**src/rtl/vga_pixel_fetch.sv**
```systemverilog
// vga_pixel_fetch
//   Framebuffer fetch engine for a 640x480 VGA/HDMI timing generator. Reads 32-bit words of
//   RGB332 pixels over a simple strobe/ack bus into a small word FIFO, one line at a time. It
//   unpacks each word into four pixels and presents one expanded pixel per fetch_next strobe.
//   A vsync rising edge restarts the frame at base_addr. An hsync rising edge starts the next
//   line, or repeats the current one when line doubling is enabled.
//
//   Build option:
//     VGA_PIXEL_FETCH_LINE_REPEAT_EN  defined   -> line_repeat rewinds to the line start at hsync
//                                     undefined -> line_repeat is ignored, lines always advance
//
//   Ports:
//     clk_pixel    in   pixel clock, rising edge
//     resetn       in   asynchronous active-low reset
//     base_addr    in   frame start word address, sampled at the vsync rising edge
//     rd_addr      out  bus read word address, stable while rd_strobe waits for rd_ack
//     rd_strobe    out  bus read request
//     rd_ack       in   read data valid, completes the request
//     rd_data      in   read data, pixel 0 in bits [7:0]
//     fetch_next   in   consume the current pixel; the new pixel shows on the next cycle
//     line_repeat  in   repeat the current line at the next hsync (build option)
//     vga_hsync    in   active-high horizontal sync
//     vga_vsync    in   active-high vertical sync
//     red_byte, green_byte, blue_byte, bright_byte  out  expanded current pixel
//     underflow    out  sticky: fetch_next seen with no pixel available, cleared by vsync

module vga_pixel_fetch #(
  parameter int unsigned ADDR_WIDTH      = 30,
  parameter int unsigned FIFO_DEPTH_LOG2 = 4,
  parameter int unsigned LINE_WORDS      = 160
) (
  input  logic                  clk_pixel,
  input  logic                  resetn,
  input  logic [ADDR_WIDTH-1:0] base_addr,
  output logic [ADDR_WIDTH-1:0] rd_addr,
  output logic                  rd_strobe,
  input  logic                  rd_ack,
  input  logic [31:0]           rd_data,
  input  logic                  fetch_next,
  input  logic                  line_repeat,
  input  logic                  vga_hsync,
  input  logic                  vga_vsync,
  output logic [7:0]            red_byte,
  output logic [7:0]            green_byte,
  output logic [7:0]            blue_byte,
  output logic [7:0]            bright_byte,
  output logic                  underflow
);

  localparam int unsigned Depth    = 1 << FIFO_DEPTH_LOG2;
  localparam int unsigned CntW     = FIFO_DEPTH_LOG2 + 1;
  localparam int unsigned PtrW     = FIFO_DEPTH_LOG2;
  localparam int unsigned LineCntW = $clog2(LINE_WORDS + 1);

  localparam logic [CntW-1:0]     DepthC     = CntW'(Depth);
  localparam logic [LineCntW-1:0] LineWordsC = LineCntW'(LINE_WORDS);

  typedef enum logic [1:0] {
    StIdle,
    StFetch,
    StLineEnd,
    StDrain
  } state_e;

  state_e                state_q, state_d;
  logic [ADDR_WIDTH-1:0] addr_q, addr_d;
  logic [ADDR_WIDTH-1:0] rd_addr_q, rd_addr_d;
  logic                  strobe_q, strobe_d;
  logic [LineCntW-1:0]   line_cnt_q, line_cnt_d;
  logic [CntW-1:0]       fifo_cnt_q, fifo_cnt_d;
  logic [PtrW-1:0]       wr_ptr_q, wr_ptr_d;
  logic [PtrW-1:0]       rd_ptr_q, rd_ptr_d;
  logic [1:0]            idx_q, idx_d;
  logic [7:0]            pix_q, pix_d;
  logic                  underflow_q, underflow_d;
  logic                  vsync_q, hsync_q;

`ifdef VGA_PIXEL_FETCH_LINE_REPEAT_EN
  logic [ADDR_WIDTH-1:0] line_start_q, line_start_d;
`else
  logic                  unused_line_repeat;
  assign unused_line_repeat = line_repeat;
`endif

  logic [31:0] mem [Depth];
  logic [31:0] head_word;
  logic [7:0]  head_byte;

  logic vsync_rise, hsync_rise;
  logic ack_ok;
  logic push, pop, flush;
  logic new_req;

  assign vsync_rise = vga_vsync & ~vsync_q;
  assign hsync_rise = vga_hsync & ~hsync_q;
  assign ack_ok     = strobe_q & rd_ack;

  assign head_word = mem[rd_ptr_q];

  always_comb begin
    head_byte = 8'h00;
    unique case (idx_q)
      2'd0:    head_byte = head_word[7:0];
      2'd1:    head_byte = head_word[15:8];
      2'd2:    head_byte = head_word[23:16];
      default: head_byte = head_word[31:24];
    endcase
  end

  // Next-state: unpacker, line/frame sequencer and bus request.
  always_comb begin
    state_d     = state_q;
    addr_d      = addr_q;
    line_cnt_d  = line_cnt_q;
    idx_d       = idx_q;
    pix_d       = pix_q;
    underflow_d = underflow_q;
    push        = 1'b0;
    pop         = 1'b0;
    flush       = 1'b0;
`ifdef VGA_PIXEL_FETCH_LINE_REPEAT_EN
    line_start_d = line_start_q;
`endif

    // Unpacker: the head word pops when its last pixel is consumed.
    if (fetch_next) begin
      if (fifo_cnt_q != '0) begin
        pix_d = head_byte;
        idx_d = idx_q + 2'd1;
        pop   = (idx_q == 2'd3);
      end else begin
        pix_d       = 8'h00;
        underflow_d = 1'b1;
      end
    end

    unique case (state_q)
      StIdle: begin
      end
      StFetch: begin
        if (ack_ok) begin
          push       = 1'b1;
          addr_d     = addr_q + 1'b1;
          line_cnt_d = line_cnt_q + 1'b1;
          if (line_cnt_q + 1'b1 == LineWordsC) begin
            state_d = StLineEnd;
          end
        end
      end
      StLineEnd: begin
        if (hsync_rise) begin
`ifdef VGA_PIXEL_FETCH_LINE_REPEAT_EN
          if (line_repeat) begin
            addr_d = line_start_q;
          end else begin
            line_start_d = addr_q;
          end
`endif
          line_cnt_d = '0;
          state_d    = StFetch;
        end
      end
      StDrain: begin
        // The request issued before vsync completes here; its data belongs to the old frame.
        if (ack_ok) begin
          state_d = StFetch;
        end
      end
      default: state_d = StIdle;
    endcase

    // Frame restart overrides everything else in the same cycle, including an ack push.
    if (vsync_rise) begin
      flush       = 1'b1;
      push        = 1'b0;
      pop         = 1'b0;
      idx_d       = 2'd0;
      underflow_d = 1'b0;
      addr_d      = base_addr;
      line_cnt_d  = '0;
`ifdef VGA_PIXEL_FETCH_LINE_REPEAT_EN
      line_start_d = base_addr;
`endif
      state_d = (strobe_q && !rd_ack) ? StDrain : StFetch;
    end
  end

  // FIFO bookkeeping.
  always_comb begin
    fifo_cnt_d = fifo_cnt_q;
    wr_ptr_d   = wr_ptr_q;
    rd_ptr_d   = rd_ptr_q;
    if (flush) begin
      fifo_cnt_d = '0;
      wr_ptr_d   = '0;
      rd_ptr_d   = '0;
    end else begin
      if (push) wr_ptr_d = wr_ptr_q + 1'b1;
      if (pop)  rd_ptr_d = rd_ptr_q + 1'b1;
      unique case ({push, pop})
        2'b10:   fifo_cnt_d = fifo_cnt_q + 1'b1;
        2'b01:   fifo_cnt_d = fifo_cnt_q - 1'b1;
        default: fifo_cnt_d = fifo_cnt_q;
      endcase
    end
  end

  // Bus request. The strobe is decided from next-cycle occupancy, so a request is only made
  // when its word is guaranteed a slot. While a request waits, occupancy can only fall and the
  // line count is frozen, so the strobe holds until rd_ack.
  always_comb begin
    strobe_d = 1'b0;
    unique case (state_d)
      StDrain: strobe_d = 1'b1;
      StFetch: strobe_d = (fifo_cnt_d < DepthC) && (line_cnt_d < LineWordsC);
      default: strobe_d = 1'b0;
    endcase
    // The address only moves when a fresh request starts, never under a pending one.
    new_req   = strobe_d && (!strobe_q || ack_ok);
    rd_addr_d = new_req ? addr_d : rd_addr_q;
  end

  always_ff @(posedge clk_pixel or negedge resetn) begin
    if (!resetn) begin
      state_q     <= StIdle;
      addr_q      <= '0;
      rd_addr_q   <= '0;
      strobe_q    <= 1'b0;
      line_cnt_q  <= '0;
      fifo_cnt_q  <= '0;
      wr_ptr_q    <= '0;
      rd_ptr_q    <= '0;
      idx_q       <= 2'd0;
      pix_q       <= 8'h00;
      underflow_q <= 1'b0;
      vsync_q     <= 1'b0;
      hsync_q     <= 1'b0;
    end else begin
      state_q     <= state_d;
      addr_q      <= addr_d;
      rd_addr_q   <= rd_addr_d;
      strobe_q    <= strobe_d;
      line_cnt_q  <= line_cnt_d;
      fifo_cnt_q  <= fifo_cnt_d;
      wr_ptr_q    <= wr_ptr_d;
      rd_ptr_q    <= rd_ptr_d;
      idx_q       <= idx_d;
      pix_q       <= pix_d;
      underflow_q <= underflow_d;
      vsync_q     <= vga_vsync;
      hsync_q     <= vga_hsync;
    end
  end

`ifdef VGA_PIXEL_FETCH_LINE_REPEAT_EN
  always_ff @(posedge clk_pixel or negedge resetn) begin
    if (!resetn) begin
      line_start_q <= '0;
    end else begin
      line_start_q <= line_start_d;
    end
  end
`endif

  // Storage needs no reset: occupancy and pointers decide what is valid.
  always_ff @(posedge clk_pixel) begin
    if (push) begin
      mem[wr_ptr_q] <= rd_data;
    end
  end

  // RGB332 expansion replicates each field's high bits to fill 8 bits.
  assign red_byte    = {pix_q[7:5], pix_q[7:5], pix_q[7:6]};
  assign green_byte  = {pix_q[4:2], pix_q[4:2], pix_q[4:3]};
  assign blue_byte   = {4{pix_q[1:0]}};
  assign bright_byte = pix_q;

  assign rd_strobe = strobe_q;
  assign rd_addr   = rd_addr_q;
  assign underflow = underflow_q;

endmodule

```
**config.mk**
```make
export PLATFORM = sky130hd
export DESIGN_NAME = vga_pixel_fetch
export DESIGN_NICKNAME = d
export VERILOG_FILES = /design/src/rtl/vga_pixel_fetch.sv
export SDC_FILE = /design/constraint.sdc
export NUM_CORES = 1
export LEC_CHECK = 0
export ABC_AREA = 1
export BUFFER_PORTS_ARGS = -buffer_cell sky130_fd_sc_hd__buf_2
export CAP_MARGIN = 10
export CORE_ASPECT_RATIO = 1.2
export CORE_MARGIN = 3
export CORE_UTILIZATION = 25
export DETAILED_ROUTE_END_ITERATION = 8
export HOLD_SLACK_MARGIN = 0.02
export PLACE_DENSITY_LB_ADDON = 0.25
export SKIP_CTS_REPAIR_TIMING = 1
export SYNTH_ARGS = -nofsm -noshare
export SYNTH_HDL_FRONTEND = slang
export SYNTH_SLANG_ARGS = --single-unit
```
**constraint.sdc**
```tcl
create_clock -name clk_pixel -period 3.93 [get_ports clk_pixel]
set_clock_uncertainty 0.05 [all_clocks]
set_input_delay 0.5895 -clock clk_pixel [delete_from_list [all_inputs] [get_ports clk_pixel]]
set_output_delay 0.5895 -clock clk_pixel [all_outputs]
set_load 0.005 [all_outputs]
```
== Yosys cells after proc, flatten, opt, wreduce, memory -nomap -nowiden ==
Memories as Yosys holds them, arrays and structs flattened.
Index checks and enable logic that the tools add are counted.
W data, S select, Z words.
Word-level totals
  register bits: 97
  memory bits (writable): 512
  input port bits: 69
  output and inout bits: 64
  word-level logic and storage cells: 92
  memories kept: 1
Operators by class
  $add $sub $neg: 7
  order comparisons: 2
  eq/ne operators: 12
  mux-type cells: 38
  bitwise gates (word level): 5
  reduce and logical (&&, ||, !) cells: 14
Memories
  mem: depth 16, bits a word 32, rd ports 1, clocked after memory_dff 0, wr ports 1, RTL line 85  | logic [31:0] mem [Depth];
Operators by type and width (count)
  $mux W30: 3
  $mux W8: 4
  $add A30 B1 Y30 const B: 1
  $pmux W8 S3: 1
  $mux W2: 9
  $mux W4: 4
  $pmux W8 S2: 1
  $eq A2 B2 Y1 const B: 6
  $mux W1: 12
  $pmux W5 S2: 1
  $add A4 B1 Y4 const B: 2
  $add A8 B1 Y8 const B: 1
  $eq A2 B1 Y1 const B: 4
  $eq A8 B8 Y1 const B: 1
  $lt A8 B8 Y1 const B: 1
  $reduce_bool A2 Y1: 4
  $pmux W2 S3: 1
  $add A5 B1 Y5 const B: 1
  $lt A5 B5 Y1 const B: 1
  $mux W5: 1
  $reduce_bool A5 Y1: 1
  $sub A5 B1 Y5 const B: 1
  $reduce_and A2 Y1: 2
  $and A1 B1 Y1: 3
  other kinds (8): 12

== Logic depth before layout (Yosys ltp) ==
Gate-level depths: netlist of run 1.
  depth after elaboration: 11
  depth in mapped cells: 22
  depth with buffers taken out: 21

== Worst setup path before layout of run 1 ==
OpenSTA, ideal clock, no wires.
  path kind: in2reg
  start point: in vga_vsync
  end point: mem mem[0][0] (enable)
  setup time: 0.421 ns
  arrival time: 2.984 ns
  data required time: 3.459 ns
  setup slack: 0.475 ns
  stages on the path: 7
  buffers on the path: 2
  cells stage by stage: inv_1 > nor2_4 > inv_1 > clkbuf_1 > clkbuf_1 > nand4_1 > nor2_1
Between the ends
  cells in the longest elaborated chain, start to end: 4
Ends and longest elaborated chain
  start, declared: RTL line 42  | input logic vga_vsync,
  $and A1 B1 Y1: RTL line 94  | assign vsync_rise = vga_vsync & ~vsync_q;
  $mux W1: RTL line 173  | if (vsync_rise) begin
  $mux W1: RTL line 267  | if (push) begin
  $mux W1 (implied by the code): RTL line 268  | mem[wr_ptr_q] <= rd_data;
  end, declared: RTL line 85
No other way between the ends.

== Final worst setup path of run 1 ==
  start point: reg state_q[1]
  end point: reg rd_addr_q[24] (netlist: rd_addr[24])
Between the ends
  cells in the longest elaborated chain, start to end: 10
  elaborated cells between the ends (all ways): 26
  those cells by class: order compare (2); eq/ne (7); mux (15); reduce/logical (2)
Ends and longest elaborated chain
  start, declared: RTL line 65  | state_e state_q, state_d;
  start signal, assigned: RTL line 225  | state_q <= StIdle;
  start signal, assigned: RTL line 239  | state_q <= state_d;
  $eq A2 B1 Y1: RTL line 137  | unique case (state_q)
  $mux W1: RTL line 137
  $mux W1: RTL line 173
  $eq A2 B1 Y1 / $eq A2 B2 Y1 (equally long branches): RTL line 200  | unique case ({push, pop})
  $pmux W5 S2: RTL line 200
  $mux W5: RTL line 193  | if (flush) begin
  $lt A5 B5 Y1: RTL line 215  | StFetch: strobe_d = (fifo_cnt_d < DepthC) && (line_cnt_d < LineWordsC);
  $logic_and A1 B1 Y1: RTL line 215
  $pmux W1 S2: RTL line 213  | unique case (state_d)
  $logic_and A1 B1 Y1: RTL line 219  | new_req = strobe_d && (!strobe_q || ack_ok);
  end signal, assigned: RTL line 241  | rd_addr_q <= rd_addr_d;
  end, declared: RTL line 67  | logic [ADDR_WIDTH-1:0] rd_addr_q, rd_addr_d;
Several ways; a longest one is shown, not always the timed one.
A chain may end at the register's enable or synchronous reset.

==> results of run 1 <==
[per-stage QoR]
step | cells | util [%] | setup slack [ns] | total power, mW | cell area, µm²
final | 3687 | 29.6 | 0.434 | 16.9 | 29800
after detailed placement | 3570 | 27.6 | 0.288 | 11.2 | 27700
after global routing | 3683 | 29.6 | 0.0382 | 17.8 | 29800
after global placement | 3570 | 27.6 | 0.354 | 11.2 | 27700
after CTS | 3680 | 29.6 | 0.366 | 17.1 | 29800
after floorplan | 2188 | - | 0.475 | 9.98 | 25500
[sequential cells by signal, summed over array words and instances (netlist names)]
register and flops:
addr_q 30, hsync_q 1, bright_byte 8, fifo_cnt_q 5, idx_q 2, underflow 1
mem 512, vsync_q 1, wr_ptr_q 4, rd_ptr_q 4, line_cnt_q 8, rd_strobe 1
rd_addr 30, state_q 2
[logic make-up (layout without fill, tap and decap cells)]
kind of cell / after synthesis / in the layout / synth area share, %
AO/OA/AOI/OAI: 417 / 417 / 9.66
XOR/XNOR: 18 / 18 / 0.617
adder cells (fa/ha/maj): 22 / 22 / 1.11
buffers and inverters: 231 / 371 / 4.13
flip-flops: 609 / 609 / 69.7
other: 0 / 5 / 0
AND/OR/NAND/NOR: 891 / 891 / 14.8
[synth_stat cells, types with 24 or more instances]
| cell | instances | area (µm²) |
|---|---|---|
| sky130_fd_sc_hd__buf_4 | 28 | 210 |
| sky130_fd_sc_hd__inv_1 | 71 | 267 |
| sky130_fd_sc_hd__nand2_1 | 395 | 1480 |
| sky130_fd_sc_hd__edfxtp_1 | 512 | 15400 |
| sky130_fd_sc_hd__nor2_1 | 260 | 976 |
| sky130_fd_sc_hd__nand4_1 | 49 | 307 |
| sky130_fd_sc_hd__nand3_1 | 156 | 781 |
| sky130_fd_sc_hd__clkbuf_1 | 71 | 267 |
| sky130_fd_sc_hd__o211ai_1 | 24 | 180 |
| sky130_fd_sc_hd__dfrtp_1 | 97 | 2430 |
| sky130_fd_sc_hd__o221ai_1 | 67 | 587 |
| sky130_fd_sc_hd__o22ai_1 | 31 | 194 |
| sky130_fd_sc_hd__o21ai_0 | 252 | 1260 |
| sky130_fd_sc_hd__buf_2 | 44 | 220 |
[how the worst max path moves through the flow]
stage / start / slack (ns) / cells after the start / to
2_1_floorplan: vga_vsync / 0.48 / 7 / mem[0][0]
3_3_place_gp: fetch_next / 0.35 / 19 / rd_addr[3]
3_5_place_dp: fetch_next / 0.29 / 19 / rd_addr[24]
4_1_cts: state_q[1] / 0.37 / 21 / rd_addr[29]
5_1_grt: state_q[1] / 0.04 / 21 / rd_addr[28]
6_report: state_q[1] / 0.43 / 21 / rd_addr[24]
[metal layers]
metal / part of all wire (%) / wire, µm
met1: 42 / 30600
met2: 51 / 36900
met3: 4.6 / 3320
met4: 2.4 / 1760
met5: 0.018 / 13
[worst max-delay path: stages, from the launching register on]
cell,delay [ns]
sky130_fd_sc_hd__dfrtp_1,0.38
sky130_fd_sc_hd__inv_1,0.09
sky130_fd_sc_hd__ha_1,0.24
sky130_fd_sc_hd__inv_2,0.13
sky130_fd_sc_hd__nor2_4,0.06
sky130_fd_sc_hd__inv_2,0.12
sky130_fd_sc_hd__nor2_2,0.05
sky130_fd_sc_hd__inv_1,0.08
sky130_fd_sc_hd__ha_1,0.30
sky130_fd_sc_hd__inv_1,0.09
sky130_fd_sc_hd__fa_1,0.41
sky130_fd_sc_hd__inv_1,0.08
sky130_fd_sc_hd__a21oi_1,0.06
sky130_fd_sc_hd__o21bai_1,0.16
sky130_fd_sc_hd__xor2_1,0.16
sky130_fd_sc_hd__nand2_1,0.07
sky130_fd_sc_hd__nand3_1,0.08
sky130_fd_sc_hd__nand2_1,0.10
sky130_fd_sc_hd__nand2_4,0.09
sky130_fd_sc_hd__nand3_4,0.32
sky130_fd_sc_hd__nand2_1,0.18
sky130_fd_sc_hd__nand2_1,0.06
[placed cells by master (no fill, tap or decap), types with 24 or more instances in the layout]
cell type                   synthesis  layout
sky130_fd_sc_hd__inv_1             71      70
sky130_fd_sc_hd__dfrtp_1           97      93
sky130_fd_sc_hd__nand2_1          395     395
sky130_fd_sc_hd__o211ai_1          24      24
sky130_fd_sc_hd__o221ai_1          67      67
sky130_fd_sc_hd__buf_2             44     130
sky130_fd_sc_hd__o21ai_0          252     252
sky130_fd_sc_hd__nand3_1          156     156
sky130_fd_sc_hd__edfxtp_1         512     512
sky130_fd_sc_hd__o22ai_1           31      31
sky130_fd_sc_hd__buf_4             28      43
sky130_fd_sc_hd__clkbuf_16          0      58
sky130_fd_sc_hd__nor2_1           260     244
sky130_fd_sc_hd__nand4_1           49      49
[report_power, final]
group	total, mW	switching (mW)	internal, mW
clock	5.86	2.52	3.34
combinational	3.38	2.33	1.05
sequential	7.68	0.310	7.37
total	16.9	5.16	11.8
[cell type report]
type                    count  area [µm²]  area share, %
flip-flops and latches    609       17800           59.8
multi-input cells        1348        6800           22.8
well taps                1354        1690           5.69
clock buffers              70        1540           5.16
repair buffers            183        1150           3.87
clock inverters            40         482           1.62
inverters                  78         299           1.00
diodes                      5        12.5         0.0420
==> results.toml, run 1 <==
[run_status]
outcome = "complete, no violations"

[global_route]
initial_antenna_violation_count = 9
grt_remaining_overflow = 0
first_global_vias = 17500
grt_first_pass_wirelength_um = 109000
gr-usage-met2_pct = 24.5
grt_most_used_layer = "met2"
grt_start_max_net_pins = 161
grt.met3_usage_pct = 1.78
grtUsageMet1_pct = 16.7
groute.usage.overall_pct = 13.4

[sta]
finalCritPeriodShare_pct = 89.0
final.hold.worst_slack_ns = 0.0724
slew_viol_final = 0
crit_path_time_final_ns = 3.50
setup_total_negative_slack_ns = 0
grt_setup_unrepaired = "no"
slew-limit-headroom_pct = 37.5
setup_viol = 0
fmaxAchievable_mhz = 286
final-hold-violation-count = 0
tightestPinTransition_ns = 0.937

[detailed_routing]
drc = 0
dr_total_vias = 17100
ant_nets = 0
via_per_inst = 4.63
iteration_count_of_the_initial_detailed_routing_pass = 5
initialDrtViolationCount = 1077
post_drt_wl_per_cell_um = 19.7
total_length_of_routed_wires_um = 72600

[flow_run]
max_cap_viol_count = 0

[finish]
num-fill-cells = 10200
finalNetCount = 2369
layout-drive-gt1-share_pct = 13.7
area_growth_syn_to_layout_pct = 16.7

[yosys]
seq_cells_post_synth = 609
ys.warnings.count = 0
synth_cells = 2188
synthDistinctLibCells = 41
syn-cell-area_um2 = 25500
synth_enable_flop_cells = 512
synth_fp_nets = 2279
postSynth.asyncResetShare_pct = 15.9
synth_sequential_area_ratio_pct = 69.7
average_cell_area_after_synthesis_um2 = 11.7
ys.flop_type = "sky130_fd_sc_hd__edfxtp_1"

[clocking]
clockBufferDepth = 3
ctsHtreeMaxLevel = 2
tritoncts.num_buffers = 58
ctsRootBufferMaster = "sky130_fd_sc_hd__clkbuf_16"
cts.reportedPaths.clkPinSlew_ns = 0.06
worstSkewPairLatency_ns = 0.66
tritoncts = "yes"
cts_sinks = 609

[placement]
placement.io_buffers = 131
gp_routability_congestion = 0.795
place_hpwl_um = 39800

[floorplanning]
num_rows = 127
floorplan_die_area_um2 = 106000
coreArea_um2 = 101000
io_pins = 133
die_height_um = 356
initial_utilization_pct = 25.4
chipWidth_um = 298

[power]
leakage_nw = 10.6
vdd.ir_drop.worst_mv = 0.365
cellPowerDensity_nw_per_um2 = 568

[worst_setup_path]
worst_setup_path_start_kind = "register"
rr_startpoint = "state_q[1]"
timing.critical_path.required_ns = 4.38
worstPathMaxFanout = 30
regToRegEndpoint = "rd_addr[24]"
worst-r2r-cell-count = 21
criticalPathCategory = "reg2reg"
minimum_setup_slack_among_reg_to_reg_paths_ns = 0.43
critPathCaptureType = "register"
cp.arrival_ns = 3.95

[worst_hold_path]
worst_hold_path_type = "in2async"
Power figures use the tool's default switching activity.
==> inputs of run 2 (changes only) <==
--- a/config.mk
+++ b/config.mk
@@ -6,7 +6,7 @@
 export NUM_CORES = 1
 export LEC_CHECK = 0
 export ABC_AREA = 1
-export BUFFER_PORTS_ARGS = -buffer_cell sky130_fd_sc_hd__buf_2
+export BUFFER_PORTS_ARGS = -buffer_cell sky130_fd_sc_hd__buf_4
 export CAP_MARGIN = 10
 export CORE_ASPECT_RATIO = 1.2
 export CORE_MARGIN = 3
==> run 2 against run 1 <==
Compared with the run above:
- first-iteration DRC count is 22% higher
- sequential power hardly changed
- flip-flop and latch count stayed put
- largest power group unchanged
- highest routed layer is now met4
==> results.toml, run 2 (synthesis gave the netlist of run 1 again) <==
[finish]
multi_input_comb_area_um2 = 6800
max_flop_register = "mem"
most_used_cells_in_the_layout_excluding_fill_and_tap_cells = "sky130_fd_sc_hd__edfxtp_1, sky130_fd_sc_hd__nand2_1, sky130_fd_sc_hd__o21ai_0"
layout-drive-gt1-share_pct = 13.4
flip_flop_count_of_the_largest_register_all_copies_and_words_added = 512
final_common_cell = "sky130_fd_sc_hd__edfxtp_1"
sequential_cell_area_um2 = 17800
finalNetCount = 2367
layout.core_utilization_pct = 29.8
num-fill-cells = 10200
stdcell_count = 3676
area_growth_syn_to_layout_pct = 17.5

[sta]
final.hold.worst_slack_ns = 0.153
slew_viol_final = 0
final-hold-violation-count = 0
tightestPinTransition_ns = 0.950
setup_total_negative_slack_ns = 0
finalCritPeriodShare_pct = 89.8
slew-limit-headroom_pct = 36.6
setup_viol = 0
crit_path_time_final_ns = 3.53
fmaxAchievable_mhz = 283
grt_setup_unrepaired = "no"

[placement]
gp_routability_congestion = 0.797
placement.io_buffers = 131
dp_cells = 3566
place_hpwl_um = 39400

[flow_run]
max_cap_viol_count = 0

[global_route]
grt_start_max_net_pins = 139
groute.usage.overall_pct = 13.4
grt_remaining_overflow = 0
initial_antenna_violation_count = 4
first_global_vias = 17600
grt_first_pass_wirelength_um = 109000

[clocking]
worstSkewPairLatency_ns = 0.65
cts_sinks = 609
tritoncts.num_buffers = 59
tritoncts = "yes"
ctsHtreeMaxLevel = 2
ctsRootBufferMaster = "sky130_fd_sc_hd__clkbuf_16"
cts.reportedPaths.clkPinSlew_ns = 0.06
clockBufferDepth = 3

[floorplanning]
io_pins = 133
die_height_um = 356
initial_utilization_pct = 25.4
floorplan_die_area_um2 = 106000
num_rows = 127
coreArea_um2 = 101000
chipWidth_um = 298

[run_status]
outcome = "complete, no violations"

[worst_setup_path]
timing.critical_path.required_ns = 4.38
cp_num_cells = 21
slowest_stage = "sky130_fd_sc_hd__fa_1"
criticalPathCategory = "reg2reg"
worstPathMaxFanout = 30
family_with_the_most_delay_on_the_worst_path = "simple AND/OR/NAND/NOR gates"
critPathCaptureType = "register"
worst-path-buf-inv = 6
worst_setup_path_start_kind = "register"
crit_path_start = "state_q[1]"
crit_chain = "inv_1 > ha_1 > inv_2 > nor2_4 > inv_2 > nor2_2 > inv_1 > ha_1 > inv_1 > fa_1 > inv_1 > a21oi_1 > o21bai_1 > xor2_1 > nand2_1 > nand3_1 > nand2_1 > nand2_4 > nand3_4 > nand2_1 > nand2_1"
cp.arrival_ns = 3.98
critPathCapture = "rd_addr[22]"
minimum_setup_slack_among_reg_to_reg_paths_ns = 0.40
regToRegEndpoint = "rd_addr[22]"
cpPeakStageDelay_ns = 0.40
worst-r2r-cell-count = 21
rr_startpoint = "state_q[1]"

[power]
report.power.total_mw = 17.0
cellPowerDensity_nw_per_um2 = 567
vdd.ir_drop.worst_mv = 0.442
leakage_nw = 10.7

[detailed_routing]
iteration_count_of_the_initial_detailed_routing_pass = 5
ant_nets = 0
total_length_of_routed_wires_um = 72600
drc = 0
dr_total_vias = 17200
dr_wl_met3_um = 4020
route.layer.met1.wl_um = 30800
via_per_inst = 4.68
initialDrtViolationCount = 1310
detailroute.wirelength.met2_um = 36400
route.top_layer_used = "met4"
post_drt_wl_per_cell_um = 19.8

[worst_hold_path]
worst_hold_path_type = "in2reg"
-- run 2: changes by cell type in the layout (fill, tap and decap cells not counted), sizes merged --
cell / before / now
clkinvlp: 7 / 1
buf: 181 / 177
clkbuf: 70 / 67
clkinv: 28 / 30
diode: 5 / 3
dlygate4sd3: 2 / 3
inv: 75 / 76
-- run 2: area by class of cell --
class | instances | share of cell area, %
Clock inverter | 37 | 1.47
Multi-Input combinational cell | 1348 | 22.7
Timing Repair Buffer | 180 | 4.82
Inverter | 78 | 0.996
Clock buffer | 67 | 5.02
Antenna cell | 3 | 0.0250
Sequential cell | 609 | 59.4
Tap cell | 1354 | 5.65
-- run 2: worst min path at each step --
| stage | cells past startpoint | start | endpoint |
|---|---|---|---|
| 2_1_floorplan | 0 | resetn | addr_q[0] |
| 3_3_place_gp | 2 | rd_addr[24] | rd_addr[24] |
| 3_5_place_dp | 2 | rd_addr[11] | rd_addr[11] |
| 4_1_cts | 1 | resetn | addr_q[21] |
| 5_1_grt | 3 | base_addr[27] | addr_q[27] |
| 6_report | 3 | base_addr[25] | addr_q[25] |
-- run 2: worst reg2reg max path, stage by stage (launching register included) --
cell	delay, ns
sky130_fd_sc_hd__dfrtp_1	0.39
sky130_fd_sc_hd__inv_1	0.09
sky130_fd_sc_hd__ha_1	0.25
sky130_fd_sc_hd__inv_2	0.13
sky130_fd_sc_hd__nor2_4	0.05
sky130_fd_sc_hd__inv_2	0.13
sky130_fd_sc_hd__nor2_2	0.05
sky130_fd_sc_hd__inv_1	0.08
sky130_fd_sc_hd__ha_1	0.30
sky130_fd_sc_hd__inv_1	0.09
sky130_fd_sc_hd__fa_1	0.40
sky130_fd_sc_hd__inv_1	0.09
sky130_fd_sc_hd__a21oi_1	0.06
sky130_fd_sc_hd__o21bai_1	0.15
sky130_fd_sc_hd__xor2_1	0.16
sky130_fd_sc_hd__nand2_1	0.06
sky130_fd_sc_hd__nand3_1	0.09
sky130_fd_sc_hd__nand2_1	0.10
sky130_fd_sc_hd__nand2_4	0.09
sky130_fd_sc_hd__nand3_4	0.33
sky130_fd_sc_hd__nand2_1	0.20
sky130_fd_sc_hd__nand2_1	0.07
-- run 2: power breakdown --
group | internal [mW] | switching (mW)
clock | 3.28 | 2.44
sequential | 7.37 | 0.307
combinational | 1.22 | 2.40
-- run 2: stage by stage --
step                area, µm²  setup slack (ns)
CTS                     30000             0.362
global route            30000           0.00750
global placement        28000             0.405
detailed placement      28000             0.298
finish                  30000             0.400
floorplan               25500             0.475
-- run 2: layer usage --
layer | vias to the layer above | track usage (%)
met4 | 0 | 3.55
li1 | 8018 | -
met5 | - | 0
met1 | 8619 | 16.9
met2 | 477 | 23.9
met3 | 80 | 2.30
==> inputs of run 3 (changes only) <==
--- a/config.mk
+++ b/config.mk
@@ -5,7 +5,6 @@
 export SDC_FILE = /design/constraint.sdc
 export NUM_CORES = 1
 export LEC_CHECK = 0
-export ABC_AREA = 1
 export BUFFER_PORTS_ARGS = -buffer_cell sky130_fd_sc_hd__buf_4
 export CAP_MARGIN = 10
 export CORE_ASPECT_RATIO = 1.2
==> constraint.sdc (replaced) <==
create_clock -name clk_pixel -period 3.24 [get_ports clk_pixel]
set_clock_uncertainty 0.05 [all_clocks]
set_input_delay 0.486 -clock clk_pixel [delete_from_list [all_inputs] [get_ports clk_pixel]]
set_output_delay 0.486 -clock clk_pixel [all_outputs]
set_load 0.005 [all_outputs]
==> run 3 against run 2 <==
Compared with the run above:
- the flow now finishes with violations (setup timing)
- die area is 3.4% lower
- utilization is 1.2 points higher
- area after synthesis is 3.5% lower
- critical endpoint is now rd_addr[19]
- combinational power is 33% lower
==> results.toml, run 3 <==
[yosys]
ys.flop_type = "sky130_fd_sc_hd__edfxtp_1"
synth_enable_flop_cells = 512
syn-cell-area_um2 = 24700
average_cell_area_after_synthesis_um2 = 19.3
seq_cells_post_synth = 609
synth_largest_type_area_fraction_pct = 62.4
postSynth.asyncResetShare_pct = 15.9
synthDistinctLibCells = 52
synth.most_common_cell = "sky130_fd_sc_hd__edfxtp_1"
synth_sequential_area_ratio_pct = 72.2
ys.warnings.count = 0
synth_fp_nets = 1371
post_synth_main_area_contributors = "sky130_fd_sc_hd__edfxtp_1, sky130_fd_sc_hd__mux4_2, sky130_fd_sc_hd__dfrtp_1, sky130_fd_sc_hd__mux2_4, sky130_fd_sc_hd__nand2_1"
dominant_cell_type_by_area_after_synthesis = "sky130_fd_sc_hd__edfxtp_1"
post_synth_most_frequent_cells = "sky130_fd_sc_hd__edfxtp_1, sky130_fd_sc_hd__mux4_2, sky130_fd_sc_hd__dfrtp_1"
synth_cells = 1280

[worst_setup_path]
family_with_the_most_delay_on_the_worst_path = "simple AND/OR/NAND/NOR gates"
minimum_setup_slack_among_reg_to_reg_paths_ns = -0.32
criticalPathCategory = "reg2reg"
worst-path-buf-inv = 2
rr_startpoint = "fifo_cnt_q[0]"
critPathCaptureType = "register"
worst_setup_path_start_kind = "register"
worst-r2r-cell-count = 16
cpPeakStageDelay_ns = 0.56
slowest_stage = "sky130_fd_sc_hd__or4_4"
cp_num_cells = 16
regToRegEndpoint = "rd_addr[19]"
critPathCapture = "rd_addr[19]"
worstPathMaxFanout = 8
cp_common_cell = "sky130_fd_sc_hd__nor2_4"
timing.critical_path.required_ns = 3.67
crit_path_start = "fifo_cnt_q[0]"
cp.arrival_ns = 4.00
crit_chain = "or4_4 > nor2_4 > nor2_4 > nand2_4 > nor2_4 > ha_4 > ha_4 > nor2b_1 > o21ai_2 > nor4b_4 > or2_4 > o211ai_4 > a211oi_4 > buf_6 > clkbuf_16 > mux2_4"

[detailed_routing]
route.layer.met1.wl_um = 27800
drc = 0
via_per_inst = 4.52
route.top_layer_used = "met5"
dr_wl_met3_um = 3180
post_drt_wl_per_cell_um = 22.5
ant_nets = 0
detailroute.wirelength.met2_um = 30700
total_length_of_routed_wires_um = 63000
dr_total_vias = 12700
iteration_count_of_the_initial_detailed_routing_pass = 4
initialDrtViolationCount = 974

[floorplanning]
io_pins = 133
floorplan_die_area_um2 = 102000
chipWidth_um = 293
coreArea_um2 = 97300
initial_utilization_pct = 25.3
num_rows = 125
die_height_um = 350

[clocking]
worstSkewPairLatency_ns = 0.60
clockBufferDepth = 3
ctsHtreeMaxLevel = 3
cts_sinks = 609
tritoncts = "yes"
cts.reportedPaths.clkPinSlew_ns = 0.06
tritoncts.num_buffers = 69
ctsRootBufferMaster = "sky130_fd_sc_hd__clkbuf_16"

[sta]
final_critical_path_setup_slack_ns = -0.325
slew_viol_final = 0
crit_path_time_final_ns = 3.56
tightestPinTransition_ns = 0.812
grt_setup_unrepaired = "yes"
final.hold.worst_slack_ns = 0.0738
fmaxAchievable_mhz = 281
finalCritPeriodShare_pct = 110
final-hold-violation-count = 0
slew-limit-headroom_pct = 45.9
setup_viol = 30

[global_route]
groute.usage.overall_pct = 12.2
first_global_vias = 13300
grt_start_max_net_pins = 82
grt_first_pass_wirelength_um = 92400
grt_remaining_overflow = 0
initial_antenna_violation_count = 6

[finish]
final_common_cell = "sky130_fd_sc_hd__edfxtp_1"
finalNetCount = 1567
max_flop_register = "mem"
final_cell_area_um2 = 30200
layout-drive-gt1-share_pct = 35.5
layout.core_utilization_pct = 31.1
flip_flop_count_of_the_largest_register_all_copies_and_words_added = 512
area_growth_syn_to_layout_pct = 22.6
most_used_cells_in_the_layout_excluding_fill_and_tap_cells = "sky130_fd_sc_hd__edfxtp_1, sky130_fd_sc_hd__buf_4, sky130_fd_sc_hd__mux4_2"
num-fill-cells = 9394

[run_status]
violated_checks = "setup timing"
outcome = "finished with violations"

[power]
leakage_nw = 10.0
report.power.total_mw = 19.7
vdd.ir_drop.worst_mv = 0.348
cellPowerDensity_nw_per_um2 = 652

[worst_hold_path]
worst_hold_path_type = "in2reg"
hold_path.startpoint = "base_addr[27]"

[placement]
place_hpwl_um = 36800
dp_slack_ns = -0.400
placement.io_buffers = 131
placed_area_um2 = 27800
gp_routability_congestion = 0.744

[flow_run]
max_cap_viol_count = 0
[run 3: worst min path at each step]
stage | cells past startpoint | slack (ns) | endpoint
after floorplan | 0 | 0.14 | addr_q[0]
after global placement | 2 | 0.44 | underflow
after detailed placement | 1 | 0.45 | rd_addr[2]
after CTS | 1 | -0.17 | rd_addr[9]
after global routing | 3 | 0.07 | addr_q[27]
final | 3 | 0.07 | addr_q[27]
[run 3: kinds of logic (layout without fill, tap and decap cells)]
logic type / count (synthesis) / in the layout / synth area share, %
and+or+nand+nor: 208 / 208 / 3.97
buffers and inverters: 111 / 362 / 2.28
DFF: 609 / 609 / 72.2
AOI/OAI and AO/OA: 98 / 98 / 2.53
other: 0 / 4 / 0
adders and majority gates: 22 / 22 / 1.15
muxes: 194 / 194 / 16.5
xor gates and xnor gates: 38 / 38 / 1.35
[run 3: layout make-up]
type	instances	area, µm²	share of cell area, %
clock inverters	42	537	1.78
clock buffers	84	1810	6.00
multi-input cells	560	6540	21.6
repair buffers	211	1840	6.09
flip-flops and latches	609	17800	58.9
diodes	4	10.0	0.0331
inverters	25	96.3	0.319
well taps	1270	1590	5.26
[run 3: where the power goes]
part	internal, mW	switching [mW]	total (mW)	leakage, nW
combinational	1.23	1.21	2.44	3.03
clock	4.71	3.33	8.04	1.14
sequential	8.96	0.287	9.25	5.84
[run 3: per-layer routing]
| layer | up-vias | GRT usage [%] |
|---|---|---|
| li1 | 5502 | - |
| met1 | 6777 | 16.2 |
| met2 | 309 | 20.3 |
| met3 | 82 | 2.55 |
| met4 | 4 | 3.64 |
| met5 | - | 0 |
[run 3: worst reg2reg max path: cells and delay by family, from the launching register on]
family / cells / cell delay [ns]
simple gates: 8 / 1.41
flops: 1 / 0.38
buf+inv: 2 / 0.34
compound gates: 3 / 0.56
mux: 1 / 0.30
fa+ha+maj: 2 / 0.40
[run 3: per-stage QoR]
stage,TNS (ns),cells
final,-8.08,2805
after global routing,-11.76,2803
after CTS,-12.92,2793
after detailed placement,-11.73,2667
after global placement,-9.44,2667
after floorplan,-32.33,1280
